<file path="config.mk">
export PLATFORM = sky130hd
export DESIGN_NAME = mux_arbiter_4bit
export DESIGN_NICKNAME = d
export VERILOG_FILES = /design/src/rtl/mux_arbiter_4bit.sv
export SDC_FILE = /design/constraint.sdc
export NUM_CORES = 1
export LEC_CHECK = 0
export CAP_MARGIN = 30
export CORE_AREA = 2 2 39 41
export DETAILED_ROUTE_END_ITERATION = 7
export DIE_AREA = 0 0 41 43
export DONT_BUFFER_PORTS = 1
export SKIP_LAST_GASP = 1
export SLEW_MARGIN = 20
export SYNTH_ARGS = -nofsm -noshare
export SYNTH_HDL_FRONTEND = slang
export SYNTH_SLANG_ARGS = --single-unit
</file>
<file path="constraint.sdc">
create_clock -name clk -period 1.2 [get_ports clk]
set_clock_uncertainty 0.05 [all_clocks]
set_input_delay 0.36 -clock clk [delete_from_list [all_inputs] [get_ports clk]]
set_output_delay 0.36 -clock clk [all_outputs]
set_load 0.005 [all_outputs]
</file>
<file path="src/rtl/mux_arbiter_4bit.sv">
// Round-robin arbiter plus one-entry output register for the shared 2:1 mux datapath.
// Define ARB_BURST_EN to let a tie winner keep priority for up to MAX_BURST beats.
module mux_arbiter_4bit #(
  parameter int WIDTH = 4
`ifdef ARB_BURST_EN
  ,
  parameter int MAX_BURST = 4
`endif
) (
  input  logic             clk,
  input  logic             reset_n,
  input  logic             a_valid,
  input  logic [WIDTH-1:0] a_data,
  output logic             a_ready,
  input  logic             b_valid,
  input  logic [WIDTH-1:0] b_data,
  output logic             b_ready,
  output logic             y_valid,
  output logic [WIDTH-1:0] y_data,
  input  logic             y_ready,
  output logic             y_src,
  output logic             busy,
  output logic             dbg_state
);

  // Handshake: a word moves on any edge where valid && ready are both high.
  // a_ready/b_ready are the accept strobes; y_valid stays up until y_ready.

  typedef enum logic {
    EMPTY = 1'b0,
    FULL  = 1'b1
  } state_t;

  state_t           state_q;
  logic             last_grant;
  logic [WIDTH-1:0] y_data_q;
  logic             y_src_q;

  logic can_accept;
  logic tie_grant;
  logic grant;
  logic accept;

`ifdef ARB_BURST_EN
  localparam logic [3:0] MAX_BURST_C = 4'(MAX_BURST);
  logic [3:0] burst_cnt;

  // A count of zero means no winner yet, so the tie falls back to ~last_grant.
  always_comb begin
    tie_grant = ~last_grant;
    if ((burst_cnt != 4'd0) && (burst_cnt < MAX_BURST_C)) tie_grant = last_grant;
  end

  always_ff @(posedge clk or negedge reset_n) begin
    if (!reset_n) begin
      burst_cnt <= 4'd0;
    end else if (accept) begin
      if ((grant == last_grant) && (burst_cnt != 4'd0)) begin
        if (burst_cnt < MAX_BURST_C) burst_cnt <= burst_cnt + 4'd1;
      end else begin
        burst_cnt <= 4'd1;
      end
    end
  end
`else
  assign tie_grant = ~last_grant;
`endif

  assign can_accept = (state_q == EMPTY) || y_ready;

  always_comb begin
    grant = 1'b0;
    if (a_valid && b_valid) grant = tie_grant;
    else if (b_valid)       grant = 1'b1;
  end

  // Readies are forced low while reset is asserted so no word is taken then.
  assign a_ready = reset_n & can_accept & a_valid & ~grant;
  assign b_ready = reset_n & can_accept & b_valid &  grant;
  assign accept  = a_ready | b_ready;

  always_ff @(posedge clk or negedge reset_n) begin
    if (!reset_n) begin
      state_q    <= EMPTY;
      last_grant <= 1'b1;
      y_data_q   <= '0;
      y_src_q    <= 1'b0;
    end else if (accept) begin
      y_data_q   <= grant ? b_data : a_data;
      y_src_q    <= grant;
      last_grant <= grant;
      state_q    <= FULL;
    end else if ((state_q == FULL) && y_ready) begin
      state_q <= EMPTY;
    end
  end

  assign y_valid   = (state_q == FULL);
  assign y_data    = y_data_q;
  assign y_src     = y_src_q;
  assign busy      = y_valid | a_valid | b_valid;
  assign dbg_state = state_q;

endmodule
</file>
After elaboration in Yosys (flattened, before gate mapping). Index checks and enable logic that the tools add are counted.

Bits in writable memories: 0. Flip-flop bits (word level): 7. Memories: 0. ROM bits: 0. Logic and storage cells: 24. Latch bits: 0.

Bitwise gates (word level): 11. Shift-type cells: 0. $add $sub $neg: 0. Divide/modulo/power cells: 0. $mul: 0. $lt $le $gt $ge: 0. Muxes and demuxes: 5. Equal/unequal tests: 0. Reduce and logical (&&, ||, !) cells: 4.

Operators with widths (number): $and A1 B1 Y1 (5); $mux W1 (4); $mux W4 (1); $not A1 Y1 (3); $or A1 B1 Y1 (3); $logic_and A1 B1 Y1 (2); $reduce_bool A2 Y1 (1); $logic_or A1 B1 Y1 (1).

Depth between registers and ports, before layout. Gate-level depths: netlist of the first run.

Depth after elaboration: 7. Depth in mapped cells: 3. Gate-level depth less buffers: 3.

Least setup slack after synthesis of the first run. Ideal clock, no wire load.

Kind: register -> output. Start point: register state_q, in the netlist dbg_state. End point: output busy. Required time: 790 ps. Slack: -68 ps. Arrival: 858 ps. Stages on the path, launching flop included: 2. Path buffers: 0. Cells stage by stage: dfrtp_1 -> or3_2.

Longest elaborated chain between the ends: 2.

Ends and longest elaborated chain: start: declaration (RTL line 34) `state_t state_q;`; start signal: assignment (RTL line 84) `state_q <= EMPTY;`; start signal: assignment (RTL line 92) `state_q <= FULL;`; start signal: assignment (RTL line 94) `state_q <= EMPTY;`; $or A1 B1 Y1 (2 in series) (RTL line 101) `assign busy = y_valid | a_valid | b_valid;`; end: declaration (RTL line 22) `output logic busy,`.

Every way passes these cells.

Worst setup path in the final report of the first run.
Start point: register last_grant. End point: output a_ready.

Longest elaborated chain between the ends: 4.

Ends and longest elaborated chain: start: declaration (RTL line 35) `logic last_grant;`; start signal: assignment (RTL line 91) `last_grant <= grant;`; $not A1 Y1 (RTL line 66) `assign tie_grant = ~last_grant;`; $mux W1 (RTL line 73) `if (a_valid && b_valid) grant = tie_grant;`; $not A1 Y1 (RTL line 78) `assign a_ready = reset_n & can_accept & a_valid & ~grant;`; $and A1 B1 Y1 (RTL line 78); end: declaration (RTL line 14) `output logic a_ready,`.

Every way passes these cells.

==> results of run 1 <==
through the flow:
stage / instances / util (%) / instance area, um^2 / setup TNS, ps
after global routing: 58 / 36.9 / 510 / -1320
after detailed placement: 51 / 31.0 / 429 / -35.5
after CTS: 57 / 34.8 / 482 / -961
after global placement: 51 / 31.0 / 429 / -13.2
final: 58 / 36.9 / 510 / -1020
after floorplan: 34 / - / 402 / 0
registers in the layout, indices dropped and copies added, names as in the netlist:
| register | flops |
|---|---|
| dbg_state | 1 |
| last_grant | 1 |
| y_data | 4 |
| y_src | 1 |
cell families after synthesis:
logic type	synth area share, %
simple gates	23.6
flops	44.3
compound gates	28.3
buf+inv	3.77
cells in the mapped netlist:
library cell  n
o21ai_0       1
a2bb2oi_1     4
nand2b_1      1
o32ai_1       4
nor3_1        1
nor3_4        2
a21bo_4       1
inv_1         2
and2b_2       1
dfrtp_1       6
or3_2         1
dfstp_2       1
nor2b_4       1
nor2b_2       1
nand2_1       1
a31oi_1       2
a211o_1       1
nor2_1        2
buf_4         1
power breakdown:
| group | internal [uW] | total, uW | leakage, uW | switching [uW] |
|---|---|---|---|---|
| logic | 100 | 180 | 0.000110 | 79.6 |
| registers | 289 | 333 | 0.0000761 | 43.8 |
| clock network | 127 | 221 | 0.0000150 | 94.0 |
what timing repair did:
item / 4_1_cts / 5_1_grt
hold buffers: 1 / 0
buffers inserted: 1 / 1
gates resized for setup: 2 / 4
pin swaps: 2 / 2
endpoints found under the hold margin: 7 / 0
endpoints found under the setup margin: 6 / 9
metal layers:
metal	GRT usage [%]	up-vias	routed length (um)
li1	-	149	-
met1	12.6	159	321
met2	22.5	23	540
met3	2.62	11	80
met4	12.7	0	57
met5	0	-	0
cell type report:
type / count / area (um^2) / share of cell area (%)
Multi-Input combinational cell: 24 / 233 / 45.6
Sequential cell: 7 / 176 / 34.6
Timing Repair Buffer: 5 / 47.5 / 9.31
Clock buffer: 4 / 26.3 / 5.15
Tap cell: 16 / 20.0 / 3.92
Inverter: 2 / 7.51 / 1.47
path summary, 6_finish.rpt:
path                         endpoint  slack, ps
setup reg to reg            y_data[1]        -20
hold reg to reg                 y_src        490
hold / removal             last_grant        120
setup / recovery              a_ready       -280
min in group asynchronous   dbg_state        380
max in group asynchronous  last_grant        420
critical path, delay by kind of cell (launching register included):
family | cells | cell delay [ps]
DFF | 1 | 570
and+or+nand+nor | 2 | 250
==> impl_metrics.yaml, run 1 <==
worst_setup_path:
  crit_chain: "nor2b_2 > nor3_2"
  reg2reg_from: "last_grant"
  required_ps: 790
  critPathLaunch: "last_grant"
  crit_fanout: 5
  worst_setup_path_end_kind: "output port"
  crit_type: "reg2out"
  reg2regPathDepth: 4
  crit_slowest_cell: "dfstp_2"
  start_kind: "flip-flop"
  cp.arrival_ps: 1070
  slowest_delay_ps: 570
detailed_routing:
  wirelength_um: 999
  drt-initial-drc-count: 6
  vias: 342
  route.detailed.drc: 0
  wl_per_cell_um: 17.2
  first_pass_iters: 4
  ant_nets: 0
  drt-vias-per-instance: 5.90
layout:
  layout_common_cells: "dfrtp_1 (6), a2bb2oi_1 (4), clkbuf_4 (3)"
  antenna_cells: 0
  fillers: 141
  final_layout_size_suffix_gt1_share_pct: 45.2
  layout_commonest_cell: "dfrtp_1"
  fin_nets: 56
  area_delta_synth_final_pct: 28.3
synthesis:
  synth_cells: 34
  ys_types: 19
  yosysTopAreaCellShare_pct: 37.7
  ys_seq_elements: 7
  ys_seq_area_share_pct: 44.3
  ys_warn_count: 0
  syn_avg_cell_area_um2: 11.7
  syn-num-nets: 47
  synth_area_um2: 398
  synth.area.top_cells: "dfrtp_1 (38%), a2bb2oi_1 (8.8%), o32ai_1 (8.8%), nor3_4 (8.2%), dfstp_2 (6.6%)"
  yosys.area.top_type: "dfrtp_1"
clock_tree:
  cts_buffers: 3
  cts_sinks: 7
  insertion_delay_ps: 260
  cts_tree: "done"
  h-tree-depth: 1
  clockBufferDepth: 2
  root_buffer: "clkbuf_4"
  clk_pin_slew_worst_paths_ps: 50
hold_path:
  hold_depth: 1
  holdCritStartpoint: "a_valid"
  worstHoldPathType: "in2reg"
timing:
  fmax_ghz: 0.676
  worst_slack_ps: -280
  rsz0062_at_grt: "yes"
  period_share_pct: 123
  slew_viol_final: 0
  tightest_slew_ps: 334
  hold_viol_final: 0
  slew_headroom_pct: 77.7
  period_minus_slack_ps: 1480
  whs_ps: 125
  setup-violations-final: 6
floorplan:
  fp.dieH_um: 43
  ios: 23
  core_mm2: 0.00138
  die_x_um: 41
  start_util_pct: 28.8
  dieArea_mm2: 0.00176
  fp-row-count: 14
global_route:
  grt_antenna_before_repair: 0
  grt_max_degree: 8
  grt_pass1_wl_um: 1550
  first_global_vias: 387
  grt_usage_pct: 13.6
  gr-total-overflow: 0
run:
  drv_cap: 0
status:
  status: "complete, but fails checks"
  violations: "setup timing"
place:
  place_hpwl_um: 693
  port_buffers: 0
  pre_cts_slack_ps: -27.9
  routabilityCongestion: 0.654
power:
  ir_drop_v: 0.000456
  p_per_area_mw_per_mm2: 1440
  power.total_uw: 734
  cellLeakagePower_uw: 0.000201
Note: power is estimated with default switching activity, not from simulation.
==> run 2, diff against run 1 <==
==> constraint.sdc (replaced) <==
create_clock -name clk -period 1.31 [get_ports clk]
set_clock_uncertainty 0.05 [all_clocks]
set_input_delay 0.393 -clock clk [delete_from_list [all_inputs] [get_ports clk]]
set_output_delay 0.393 -clock clk [all_outputs]
set_load 0.005 [all_outputs]
==> run 2 against run 1 <==
Compared with the run above:
- the flow still finishes with violations (setup timing)
- via count decreased by 11%
- clock power decreased by 10%
- sequential power decreased by 9.6%
- count of clock-buffer cells in the layout decreased by 1
- sequential cell count unchanged
- utilization decreased by 0.090 points
- design area decreased by 0.25%
- non-clock buffer count increased by 3
- total power decreased by 9.0%
- die area unchanged
- worst setup slack improved by 120 ps
- critical endpoint unchanged
==> impl_metrics.yaml, run 2 (same netlist as run 1, synthesis figures left out) <==
status:
  status: "complete, but fails checks"
  violations: "setup timing"
global_route:
  grt_max_degree: 8
  grt_usage_pct: 12.1
  grt_antenna_before_repair: 0
  grt_pass1_wl_um: 1390
  gr-total-overflow: 0
  first_global_vias: 330
worst_setup_path:
  crit_chain: "nor2b_2 > nor3_2"
  crit_type: "reg2out"
  crit_slowest_cell: "dfstp_2"
  cp.arrival_ps: 1020
  slowest_delay_ps: 560
  worst_setup_path_end_kind: "output port"
  start_kind: "flip-flop"
  required_ps: 870
  crit_fanout: 5
clock_tree:
  h-tree-depth: 1
  cts_sinks: 7
  cts_tree: "done"
  root_buffer: "clkbuf_4"
  insertion_delay_ps: 250
  clockBufferDepth: 2
  clk_pin_slew_worst_paths_ps: 60
  cts_buffers: 3
place:
  port_buffers: 0
  routabilityCongestion: 0.671
  placedCellCount: 51
  place_hpwl_um: 690
layout:
  stdcell_count: 61
  fillers: 137
  layout_commonest_cell: "buf_4"
  post-route-util_pct: 36.8
  fin_nets: 59
  area_delta_synth_final_pct: 28.0
  final_layout_size_suffix_gt1_share_pct: 44.4
  antenna_cells: 0
  largest_register_ffs: 4
  layout_common_cells: "buf_4 (7), dfrtp_1 (6), o32ai_1 (4), a2bb2oi_1 (4), clkbuf_4 (3)"
power:
  power_switching_uw: 193
  power_frac_clock_pct: 29.7
  ir_drop_v: 0.000387
  p_per_area_mw_per_mm2: 1310
  power_frac_seq_pct: 45.1
  power_frac_comb_pct: 25.2
  cellLeakagePower_uw: 0.000211
  switching_share_pct: 28.9
  p_int_uw: 475
run:
  drv_cap: 0
timing:
  period_share_pct: 112
  slew_headroom_pct: 77.7
  setup-violations-final: 3
  period_minus_slack_ps: 1470
  hold_viol_final: 0
  tightest_slew_ps: 334
  rsz0062_at_grt: "yes"
  slew_viol_final: 0
  worst_slack_ps: -157
  fmax_ghz: 0.681
floorplan:
  start_util_pct: 28.8
  ios: 23
  die_x_um: 41
  dieArea_mm2: 0.00176
  core_mm2: 0.00138
  fp.dieH_um: 43
  fp-row-count: 14
detailed_routing:
  first_pass_iters: 2
  vias: 306
  wirelength_um: 899
  drt-initial-drc-count: 5
  ant_nets: 0
  wl_per_cell_um: 14.7
  route.detailed.drc: 0
  drt-vias-per-instance: 5.02
hold_path:
  worstHoldPathType: "in2reg"
## run 2: cell type report
cell class	instances	area [um^2]	area share, %
clock inverters	1	5.00	0.983
repair buffers	8	62.6	12.3
inverters	2	7.51	1.47
clock buffers	3	22.5	4.42
multi-input cells	24	215	42.3
flip-flops and latches	7	176	34.6
well taps	16	20.0	3.93
## run 2: worst max-delay path, delay by kind of cell (launching register included)
kind	cells	cell delay [ps]
DFF	1	560
and+or+nand+nor	2	210
## run 2: stage by stage
| step | area, um^2 | worst slack [ps] | hold slack, ps | power [uW] | TNS, ps |
|---|---|---|---|---|---|
| final | 509 | -157 | 150 | 668 | -430 |
| after global placement | 425 | -0.570 | 47.6 | 439 | -0.570 |
| after CTS | 494 | -174 | 143 | 671 | -517 |
| after detailed placement | 425 | 1.57 | 47.6 | 438 | 0 |
| after floorplan | 398 | 5.30 | 47.4 | 410 | 0 |
| after global routing | 509 | -222 | 156 | 715 | -575 |
## run 2: worst paths after layout
check,slack [ps],from,endpoint,depth (start not counted)
setup / recovery,-160,last_grant,a_ready,2
hold / removal,150,a_valid,last_grant,1
setup reg to reg,110,last_grant,y_src,3
hold reg to reg,490,y_src,y_src,1
max in group asynchronous,500,reset_n,last_grant,1
min in group asynchronous,420,reset_n,dbg_state,1
## run 2: repair_timing
action	4_1_cts	5_1_grt
setup buffers	3	2
hold buffers	1	0
resized for setup	2	0
setup endpoints to repair	3	3
cloned	0	0
pin swaps	1	2
endpoints found under the hold margin	7	0
## run 2: metal layers
metal / share of wire (%) / global-route usage, % / vias up
li1: - / - / 153
met1: 34 / 12.1 / 143
met2: 59 / 20.3 / 10
met3: 6.9 / 3.14 / 0
met4: 0 / 8.00 / 0
met5: 0 / 0 / -
## run 2: power groups by stage
stage / sequential, uW / clock [uW] / combinational [uW]
after global placement: 308 / 0 / 131
after CTS: 302 / 209 / 160
final: 301 / 199 / 168
after floorplan: 299 / 0 / 110
after global routing: 307 / 220 / 188
after detailed placement: 308 / 0 / 130
==> run 3, diff against run 2 <==
==> constraint.sdc (replaced) <==
create_clock -name clk -period 1.5 [get_ports clk]
set_clock_uncertainty 0.05 [all_clocks]
set_input_delay 0.45 -clock clk [delete_from_list [all_inputs] [get_ports clk]]
set_output_delay 0.45 -clock clk [all_outputs]
set_load 0.005 [all_outputs]
==> run 3 against run 2 <==
Compared with the run above:
- the flow still finishes with violations (setup timing)
- non-clock buffer count grew 1
- worst setup slack better by 94 ps
- clock power decreased by 11%
- die area is the same
- first-iteration DRC count is 40% lower
- critical path type unchanged
- design area increased by 2.5%
==> impl_metrics.yaml, run 3 (same netlist as run 1, synthesis figures left out) <==
clock_tree:
  clk_pin_slew_worst_paths_ps: 50
  cts_sinks: 7
  root_buffer: "clkbuf_4"
  cts_buffers: 3
  cts_tree: "done"
  clockBufferDepth: 2
  insertion_delay_ps: 250
  h-tree-depth: 1
floorplan:
  start_util_pct: 28.8
  die_x_um: 41
  fp.dieH_um: 43
  dieArea_mm2: 0.00176
  ios: 23
  fp-row-count: 14
  core_mm2: 0.00138
worst_setup_path:
  crit_type: "reg2out"
  crit_fanout: 4
  start_kind: "flip-flop"
  crit_slowest_cell: "dfstp_2"
  required_ps: 1000
  worst_setup_path_end_kind: "output port"
  crit_chain: "nor2b_4 > nor3_2"
  slowest_delay_ps: 580
  crit_family: "flip-flops"
  cp.arrival_ps: 1060
  worst-r2r-setup-slack_ps: 80
  crit_buf_inv: 0
timing:
  rsz0062_at_grt: "yes"
  period_minus_slack_ps: 1560
  tightest_slew_ps: 350
  slew_headroom_pct: 76.6
  slew_viol_final: 0
  fmax_ghz: 0.640
  worst_slack_ps: -63.6
  period_share_pct: 104
  hold_viol_final: 0
  setup-violations-final: 3
power:
  p_per_area_mw_per_mm2: 1160
  power.total_uw: 606
  cellLeakagePower_uw: 0.000218
  ir_drop_v: 0.000487
detailed_routing:
  route.detailed.drc: 0
  highest_layer: "met4"
  vias: 317
  drt-initial-drc-count: 3
  wl_met2_um: 592
  drt-vias-per-instance: 5.11
  wirelength_um: 1010
  drt-met1-wl_um: 359
  route.met3.wl_um: 49
  ant_nets: 0
  wl_per_cell_um: 16.3
  first_pass_iters: 2
place:
  pre_cts_slack_ps: 77.6
  port_buffers: 0
  place_hpwl_um: 692
  routabilityCongestion: 0.650
  placedCellCount: 49
  placed_cell_area_um2: 410
layout:
  layout_commonest_cell: "buf_4"
  largest_register_ffs: 4
  antenna_cells: 0
  stdcell_count: 62
  design_area_um2: 522
  layout_common_cells: "buf_4 (8), dfrtp_1 (5), o32ai_1 (4), a2bb2oi_1 (4), clkbuf_4 (3)"
  area_delta_synth_final_pct: 31.1
  final_layout_size_suffix_gt1_share_pct: 45.7
  post-route-util_pct: 37.7
  fin_nets: 60
run:
  drv_cap: 0
global_route:
  gr-total-overflow: 0
  grt_pass1_wl_um: 1420
  grt_max_degree: 8
  first_global_vias: 346
  grt_usage_pct: 13.0
  grt_antenna_before_repair: 0
status:
  status: "complete, but fails checks"
  violations: "setup timing"
hold_path:
  worstHoldPathType: "in2reg"
[run 3: power by group]
group | switching (uW) | leakage, uW | internal [uW]
sequential | 38.2 | 0.0000752 | 232
clock | 75.6 | 0.0000150 | 102
combinational | 61.7 | 0.000128 | 96.3
total | 175 | 0.000218 | 430
[run 3: repair_timing]
action | 4_1_cts | 5_1_grt
setup endpoints to repair | 3 | 3
pin swaps | 2 | 0
setup buffers | 3 | 5
resized for setup | 3 | 1
endpoints found under the hold margin | 7 | 0
hold buffers | 1 | 0
[run 3: worst paths after layout]
path                                 start          to  depth (start not counted)
max in group asynchronous          reset_n  last_grant                          1
min in group asynchronous          reset_n       y_src                          1
worst max register to register  last_grant   y_data[1]                          5
worst min-delay path               a_valid  last_grant                          1
worst min register to register       y_src       y_src                          1
worst max-delay path            last_grant     a_ready                          2
[run 3: final cells by class]
class	instances	area, um^2
fillers	132	862
multi-input cells	24	220
flip-flops and latches	7	178
repair buffers	9	70.1
clock buffers	4	26.3
well taps	16	20.0
inverters	2	7.51
[run 3: through the flow]
stage / hold WS, ps / setup TNS, ps
floorplan: 104 / 0
global placement: 105 / 0
detailed placement: 105 / 0
CTS: 211 / -211
global route: 209 / -278
finish: 214 / -141
[run 3: per-layer routing]
metal	GRT usage [%]	up-vias
li1	-	156
met1	11.2	150
met2	21.3	9
met3	4.19	2
met4	12.0	0
met5	0	-
